[src/rtl/prog_mealy_pkg.sv]
// Shared helpers for the programmable Mealy machine: state width and
// the self-loop value each table row holds out of reset.
package prog_mealy_pkg;

  function automatic int st_width(input int n);
    return (n <= 2) ? 1 : $clog2(n);
  endfunction

  // Row s resets to "stay in s"; 16 states max, so 4 bits always suffice.
  function automatic logic [3:0] rst_next(input int s);
    return s[3:0];
  endfunction

endpackage

[src/rtl/mealy_tbl.sv]
// Flop-based transition/output table with a checked write port and a
// combinational read port indexed by the current state and input symbol.
module mealy_tbl
  import prog_mealy_pkg::*;
#(
  parameter int NUM_STATES = 5,
  parameter int IN_W       = 2,
  parameter int OUT_W      = 1,
  parameter int ST_W       = 3
) (
  input  logic             clk,
  input  logic             reset_n,
  input  logic             we_i,
  input  logic [ST_W-1:0]  wr_state_i,
  input  logic [IN_W-1:0]  wr_sym_i,
  input  logic [ST_W-1:0]  wr_next_i,
  input  logic [OUT_W-1:0] wr_out_i,
  output logic             wr_err_o,
  input  logic [ST_W-1:0]  rd_state_i,
  input  logic [IN_W-1:0]  rd_sym_i,
  output logic             rd_ok_o,
  output logic [ST_W-1:0]  rd_next_o,
  output logic [OUT_W-1:0] rd_out_o
);

  localparam int NSYM = 2 ** IN_W;
  localparam logic [ST_W:0] NS = (ST_W + 1)'(NUM_STATES);

  logic [ST_W-1:0]  nxt_q [NUM_STATES][NSYM];
  logic [OUT_W-1:0] out_q [NUM_STATES][NSYM];
  logic [ST_W-1:0]  rst_nxt [NUM_STATES];
  logic             wr_ok;

  for (genvar s = 0; s < NUM_STATES; s++) begin : g_rst
    localparam logic [3:0] RN = rst_next(s);
    assign rst_nxt[s] = RN[ST_W-1:0];
  end

  assign wr_ok    = we_i && ({1'b0, wr_state_i} < NS) && ({1'b0, wr_next_i} < NS);
  assign wr_err_o = we_i && !wr_ok;

  always_ff @(posedge clk or negedge reset_n) begin
    if (!reset_n) begin
      for (int s = 0; s < NUM_STATES; s++) begin
        for (int x = 0; x < NSYM; x++) begin
          nxt_q[s][x] <= rst_nxt[s];
          out_q[s][x] <= '0;
        end
      end
    end else if (wr_ok) begin
      nxt_q[wr_state_i][wr_sym_i] <= wr_next_i;
      out_q[wr_state_i][wr_sym_i] <= wr_out_i;
    end
  end

  // An out-of-range state reads as zero; the top treats it as a fault.
  always_comb begin
    rd_ok_o   = ({1'b0, rd_state_i} < NS);
    rd_next_o = '0;
    rd_out_o  = '0;
    if (rd_ok_o) begin
      rd_next_o = nxt_q[rd_state_i][rd_sym_i];
      rd_out_o  = out_q[rd_state_i][rd_sym_i];
    end
  end

endmodule

[src/rtl/prog_mealy_fsm.sv]
// Runtime-programmable Mealy machine: registered state/output stepped by
// ctrl_in, loadable start state, table written through the cfg port.
module prog_mealy_fsm
  import prog_mealy_pkg::*;
#(
  parameter int NUM_STATES = 5,
  parameter int IN_W       = 2,
  parameter int OUT_W      = 1,
  localparam int ST_W      = st_width(NUM_STATES)
) (
  input  logic             clk,
  input  logic             reset_n,
  input  logic [IN_W-1:0]  sw_in,
  input  logic             ctrl_in,
  input  logic             load_en,
  input  logic [ST_W-1:0]  state_in,
  input  logic             cfg_we,
  input  logic [ST_W-1:0]  cfg_state,
  input  logic [IN_W-1:0]  cfg_sym,
  input  logic [ST_W-1:0]  cfg_next,
  input  logic [OUT_W-1:0] cfg_out,
  output logic [ST_W-1:0]  state,
  output logic [OUT_W-1:0] out,
  output logic             step_vld,
  output logic             err
);

  localparam logic [ST_W:0] NS = (ST_W + 1)'(NUM_STATES);

  logic [ST_W-1:0]  state_q, state_d, tbl_next;
  logic [OUT_W-1:0] out_q, out_d, tbl_out;
  logic             step_q, step_d, err_q, err_d;
  logic             cur_ok, wr_err, load_ok;

  mealy_tbl #(
    .NUM_STATES (NUM_STATES),
    .IN_W       (IN_W),
    .OUT_W      (OUT_W),
    .ST_W       (ST_W)
  ) u_tbl (
    .clk        (clk),
    .reset_n    (reset_n),
    .we_i       (cfg_we),
    .wr_state_i (cfg_state),
    .wr_sym_i   (cfg_sym),
    .wr_next_i  (cfg_next),
    .wr_out_i   (cfg_out),
    .wr_err_o   (wr_err),
    .rd_state_i (state_q),
    .rd_sym_i   (sw_in),
    .rd_ok_o    (cur_ok),
    .rd_next_o  (tbl_next),
    .rd_out_o   (tbl_out)
  );

  assign load_ok = ({1'b0, state_in} < NS);

  // Load beats step; a write landing on the stepped entry is seen next cycle
  // because the lookup reads the flops before the edge.
  always_comb begin
    state_d = state_q;
    out_d   = out_q;
    step_d  = 1'b0;
    err_d   = wr_err;
    if (load_en) begin
      if (load_ok) state_d = state_in;
      else         err_d   = 1'b1;
    end else if (ctrl_in) begin
      if (cur_ok) begin
        state_d = tbl_next;
        out_d   = tbl_out;
        step_d  = 1'b1;
      end else begin
        state_d = '0;
        out_d   = '0;
        err_d   = 1'b1;
      end
    end
  end

  always_ff @(posedge clk or negedge reset_n) begin
    if (!reset_n) begin
      state_q <= '0;
      out_q   <= '0;
      step_q  <= 1'b0;
      err_q   <= 1'b0;
    end else begin
      state_q <= state_d;
      out_q   <= out_d;
      step_q  <= step_d;
      err_q   <= err_d;
    end
  end

  assign state    = state_q;
  assign out      = out_q;
  assign step_vld = step_q;
  assign err      = err_q;

endmodule

[config.mk]
export PLATFORM = sky130hd
export DESIGN_NAME = prog_mealy_fsm
export DESIGN_NICKNAME = d
export VERILOG_FILES = /design/src/rtl/prog_mealy_pkg.sv /design/src/rtl/mealy_tbl.sv /design/src/rtl/prog_mealy_fsm.sv
export SDC_FILE = /design/constraint.sdc
export NUM_CORES = 1
export LEC_CHECK = 0
export CORE_MARGIN = 10
export CORE_UTILIZATION = 30
export DETAILED_ROUTE_END_ITERATION = 12
export PLACE_DENSITY_LB_ADDON = 0.05
export RECOVER_POWER = 25
export SETUP_SLACK_MARGIN = 0.4
export SYNTH_ARGS = -nofsm -noshare
export SYNTH_HDL_FRONTEND = slang
export SYNTH_SLANG_ARGS = --single-unit
[constraint.sdc]
create_clock -name clk -period 2.1 [get_ports clk]
set_input_delay 0.21 -clock clk [delete_from_list [all_inputs] [get_ports clk]]
set_output_delay 0.21 -clock clk [all_outputs]
set_load 0.01 [all_outputs]
# Word-level counts from Yosys, hierarchy flattened
# Cells that the tools add are included.
# classes
mux	34
n_lt_le_gt_ge	10
n_eq_ne	1
reduce_logical	9
n_bitwise	5
# ops
operator	count
$bwmux 60	1
$bmux 12 s3	1
$demux 12 s3	1
$mux 12	3
$mux 3	7
$bwmux 20	1
$bmux 4 s3	1
$demux 4 s3	1
$lt 3x3->1 const B	4
$mux 4	3
$mux 1	11
$ge 4x4->1 const B	2
$not 3->4	2
$bmux 3 s2	1
$demux 3 s2	1
$ge 3x3->1 const B	2
$not 2->3	2
$logic_and 1x1->1	5
$lt 4x1->1 const B	1
$reduce_and 2->1	2
$lt 3x1->1 const B	1
$bmux 1 s2	1
$demux 1 s2	1
$ne 2x1->1 const B	1
other kinds (3)	3
# totals
output_inout_bits	6
reg_bits	86
elab_cells	103
in_bits	19

# Depth between registers and ports, before layout
# depth
word_depth	10
depth_mapped	6
ltp_nobuf	4

# Cells and area by module
# Synthesis repeated with hierarchy kept, for this count alone.
# unflattened
hier_cells	285
hier_area_um2	4232.8
# by_module_without_submodules
mod	area_each_um2	instances	cells_per_inst	seq_area_each_um2
mealy_tbl	3953.8	1	257	2026.9
prog_mealy_fsm	279.0	1	28	150.1

# Least setup slack after synthesis
# Ideal clock, no wire load.
# synth_path
path_kind	register to register
from	register state_q[0], in the netlist state[0]
to	register state_q[0], in the netlist state[0]
required_ps	1971
setup_time_ps	129
stages_incl_launch_ff	6
arrival_ps	1679
synth_period_minus_slack_ps	1808
path_buffers	1
slack_ps	292
path_cell_list	dfrtp_1 buf_6 mux4_1 mux2_2 a221oi_1 a21oi_1
# synth_between
elab_chain_cells	10
elab_cells_between_ends	11
classes_between	order compare: 1; mux: 9; bitwise: 1
# synth_lines
item	line_no	rtl
start: declaration	prog_mealy_fsm.sv:30	logic [ST_W-1:0] state_q, state_d, tbl_next;
start signal: assignment	prog_mealy_fsm.sv:88	state_q <= state_d;
$not 3->4 (not written as such)	mealy_tbl.sv:62	rd_next_o = nxt_q[rd_state_i][rd_sym_i];
$bmux 12 s3	mealy_tbl.sv:62	
$mux 12 (not written as such) (2 in series)	mealy_tbl.sv:62	
$bmux 3 s2	mealy_tbl.sv:62	
$mux 3 (not written as such) (2 in series)	mealy_tbl.sv:62	
$mux 3 *	prog_mealy_fsm.sv:69	if (cur_ok) begin
$mux 3 *	prog_mealy_fsm.sv:68	end else if (ctrl_in) begin
$mux 3 *	prog_mealy_fsm.sv:65	if (load_en) begin
# Every way passes the cells marked *; elsewhere a longest branch is shown, timed or not. The select of a mux whose other input is x is not followed.
# A chain may end at the register's enable or synchronous reset.

# Final worst setup path
# Ends and elaborated chain as after synthesis.

==> results.cfg <==
[die]
fp.dieH_um = 138
dieArea_um2 = 19000
rows = 42
fp.dieW_um = 138
core_um2 = 13400
io-pin-count = 25
start_util = 0.310

[power]
clock_power_share = 0.342
combinationalPowerShare = 0.196
swShare = 0.255
peakVddDrop_mv = 0.328
leakage_nw = 2.30
powerDensity_nw_per_um2 = 884
p_sw_mw = 1.17
internal-power_mw = 3.41
p_seq_frac = 0.463
totalPowerFinal_mw = 4.58

[logic_synthesis]
netlist_area_um2 = 4160
synth_cell_types = 34
synth_top_area_share = 0.397
synth_adder_area_share = 0
ys_dominant_reg_cell = dfrtp_1
syn-num-nets = 310
synth_top_family_by_area = multiplexers
yosys.area_share.simple = 0.0710
synth_compound_area_frac = 0.0328
synthTopCellsByArea = dfrtp_1, mux2_2, dfstp_2
yosysMostFrequentCell = mux2_2
ys_seq_area_frac = 0.524
async_flop_share = 1.00
synth_edf_count = 0
yosys_warnings = 0
synth_common_cells = mux2_2, dfrtp_1, dfstp_2
yosys_register_bits = 86
synth-xor-area-share = 0
syn_avg_cell_area_um2 = 14.3
synth.mux.area_fraction = 0.349
syn_inst = 291
synth_top_cell_by_area = dfrtp_1

[placement]
gp_congestion = 0.765
hpwl_um = 7710
port_buffers = 24
pre_cts_slack_ps = 17.3

[timing]
fin_skew_ps = 6.19
min_period_ps = 1880
hold_ws_ps = 313
fmax_ghz = 0.532
finalWorstSetupSlack_ps = 222
hold_viol_final = 0
rsz0062_at_grt = true
setup_viol = 0
maxSlewViolCount = 0
relSlewSlack = 0.437
final.setup.tns_ps = 0
worstMarginPinSlew_ps = 844
fin_crit_sh = 0.894

[cells_and_area]
fill_cells = 1287
nets = 358
final-seq-area_um2 = 2180
drive_gt1_frac = 0.520
antennaDiodeCount = 0
multi_input_area_um2 = 1930
area_growth_pct = 24.8

[clock_network]
clockRootBuffer = clkbuf_16
htree_levels = 3
cts_tree = yes
clk_latency_ps = 330
numCtsBuffers = 9
cts.sinks = 86
clk_pin_slew_ps = 60
clock_path_buffers = 2

[global_route]
track_usage = 0.119
grt_pass1_vias = 2772
antenna_found_initial = 0
grt_first_pass_wirelength_um = 16800
overflow = 0
grt_max_degree = 37

[worst_setup_path]
r2r_setup_slack_ps = 220
cp_max_fo = 7
reg2reg_from = state[0]$_DFFE_PN0P_
critPathLaunch = state[0]$_DFFE_PN0P_
path_class = reg2reg
r2r-end = state[0]$_DFFE_PN0P_
worstSetupEndpointType = flip-flop
ff2ff_path_depth = 5
required_ps = 2310
arrival_ps = 2090
startpoint_type = flip-flop

[detailed_routing]
first_iter_violations = 145
ant_nets = 0
vias = 2567
totalWireLength_um = 10700
route.detailed.drc = 0
wire_per_inst_um = 20.6
dr.pass1.iters = 4
vias_per_cell = 4.94

[worst_hold_path]
min_to = err$_DFF_PN0_
hp-start = cfg_we
holdPathStages = 3
hold_class = in2reg

[run]
drv_cap = 0

[outcome]
status = finished, final reports clean
per-layer routing:
layer / vias up / global-route usage / part of all wire
met1: 1326 / 0.156 / 0.49
met4: 0 / 0.0435 / 0.017
met5: - / 0 / 0
li1: 1188 / - / -
met2: 39 / 0.186 / 0.46
met3: 14 / 0.0273 / 0.037
flip-flops by register name (all words and copies together) (netlist names):
signal / count
out: 1
u_tbl.out_q: 20
u_tbl.nxt_q: 60
state: 3
step_vld: 1
err: 1
timing repair:
action / CTS / global route
buffers inserted: 2 / 1
pin swaps: 1 / 6
setup endpoints to repair: 8 / 56
hold endpoints to repair: 27 / 0
hold buffers: 1 / 0
gates resized for setup: 8 / 17
kinds of logic (layout without fill, tap and decap cells):
kind of cell	Yosys count	after routing
simple gates	55	55
mux	109	109
buf+inv	21	74
compound gates	20	20
flops	86	86
layout make-up:
type / count / area share
Tap cell: 176 / 0.0425
Multi-Input combinational cell: 184 / 0.373
Sequential cell: 86 / 0.420
Clock buffer: 12 / 0.0456
Clock inverter: 4 / 0.00917
Inverter: 3 / 0.00217
Timing Repair Buffer: 55 / 0.108
layout by cell type (no fill, tap or decap), types with 2 or more instances in the layout:
master / instances
mux2_2: 83
dfrtp_1: 64
buf_4: 21
dfstp_2: 20
mux4_2: 16
clkdlybuf4s50_1: 13
nand2_1: 11
nor2_1: 11
clkbuf_16: 9
dlymetal6s2s_1: 9
nand2b_1: 6
nand3_1: 5
mux2i_1: 5
buf_12: 5
nor2b_1: 4
nor3_1: 4
a21oi_1: 4
clkbuf_1: 4
nand4b_1: 3
mux2_4: 3
inv_1: 3
o21a_1: 2
nand4_1: 2
mux4_1: 2
nand3b_1: 2
a31oi_1: 2
a221oi_2: 2
o22ai_1: 2
clkinv_2: 2
buf_6: 2
dfrtp_2: 2
stage by stage:
stage,util,cell area (um^2),cells
3_3_place_gp,0.358,4800,500
5_1_grt,0.387,5190,520
2_1_floorplan,-,4170,291
3_5_place_dp,0.358,4800,500
6_report,0.387,5190,520
4_1_cts,0.383,5140,519
power groups by stage:
stage	combinational [mW]	clock [mW]	sequential, mW
after floorplan	0.576	0	2.09
after global placement	0.864	0	2.14
after detailed placement	0.872	0	2.15
after CTS	0.904	1.61	2.12
after global routing	0.969	1.67	2.16
final	0.896	1.57	2.12
worst max-delay path, cell delays in order (launching register included):
cell,delay (ps)
dfrtp_1,430
buf_12,170
mux4_2,530
mux2_4,290
a221oi_2,240
a21oi_1,90
worst max-delay path by stage:
stage / slack (ps) / depth (start not counted) / endpoint
final: 220 / 5 / state[0]$_DFFE_PN0P_
after global routing: 180 / 5 / state[0]$_DFFE_PN0P_
after CTS: 210 / 5 / state[0]$_DFFE_PN0P_
after detailed placement: 20 / 7 / state[0]$_DFFE_PN0P_
after global placement: 30 / 7 / state[0]$_DFFE_PN0P_
after floorplan: 370 / 5 / state[1]$_DFFE_PN0P_
Power figures use the tool's default switching activity.
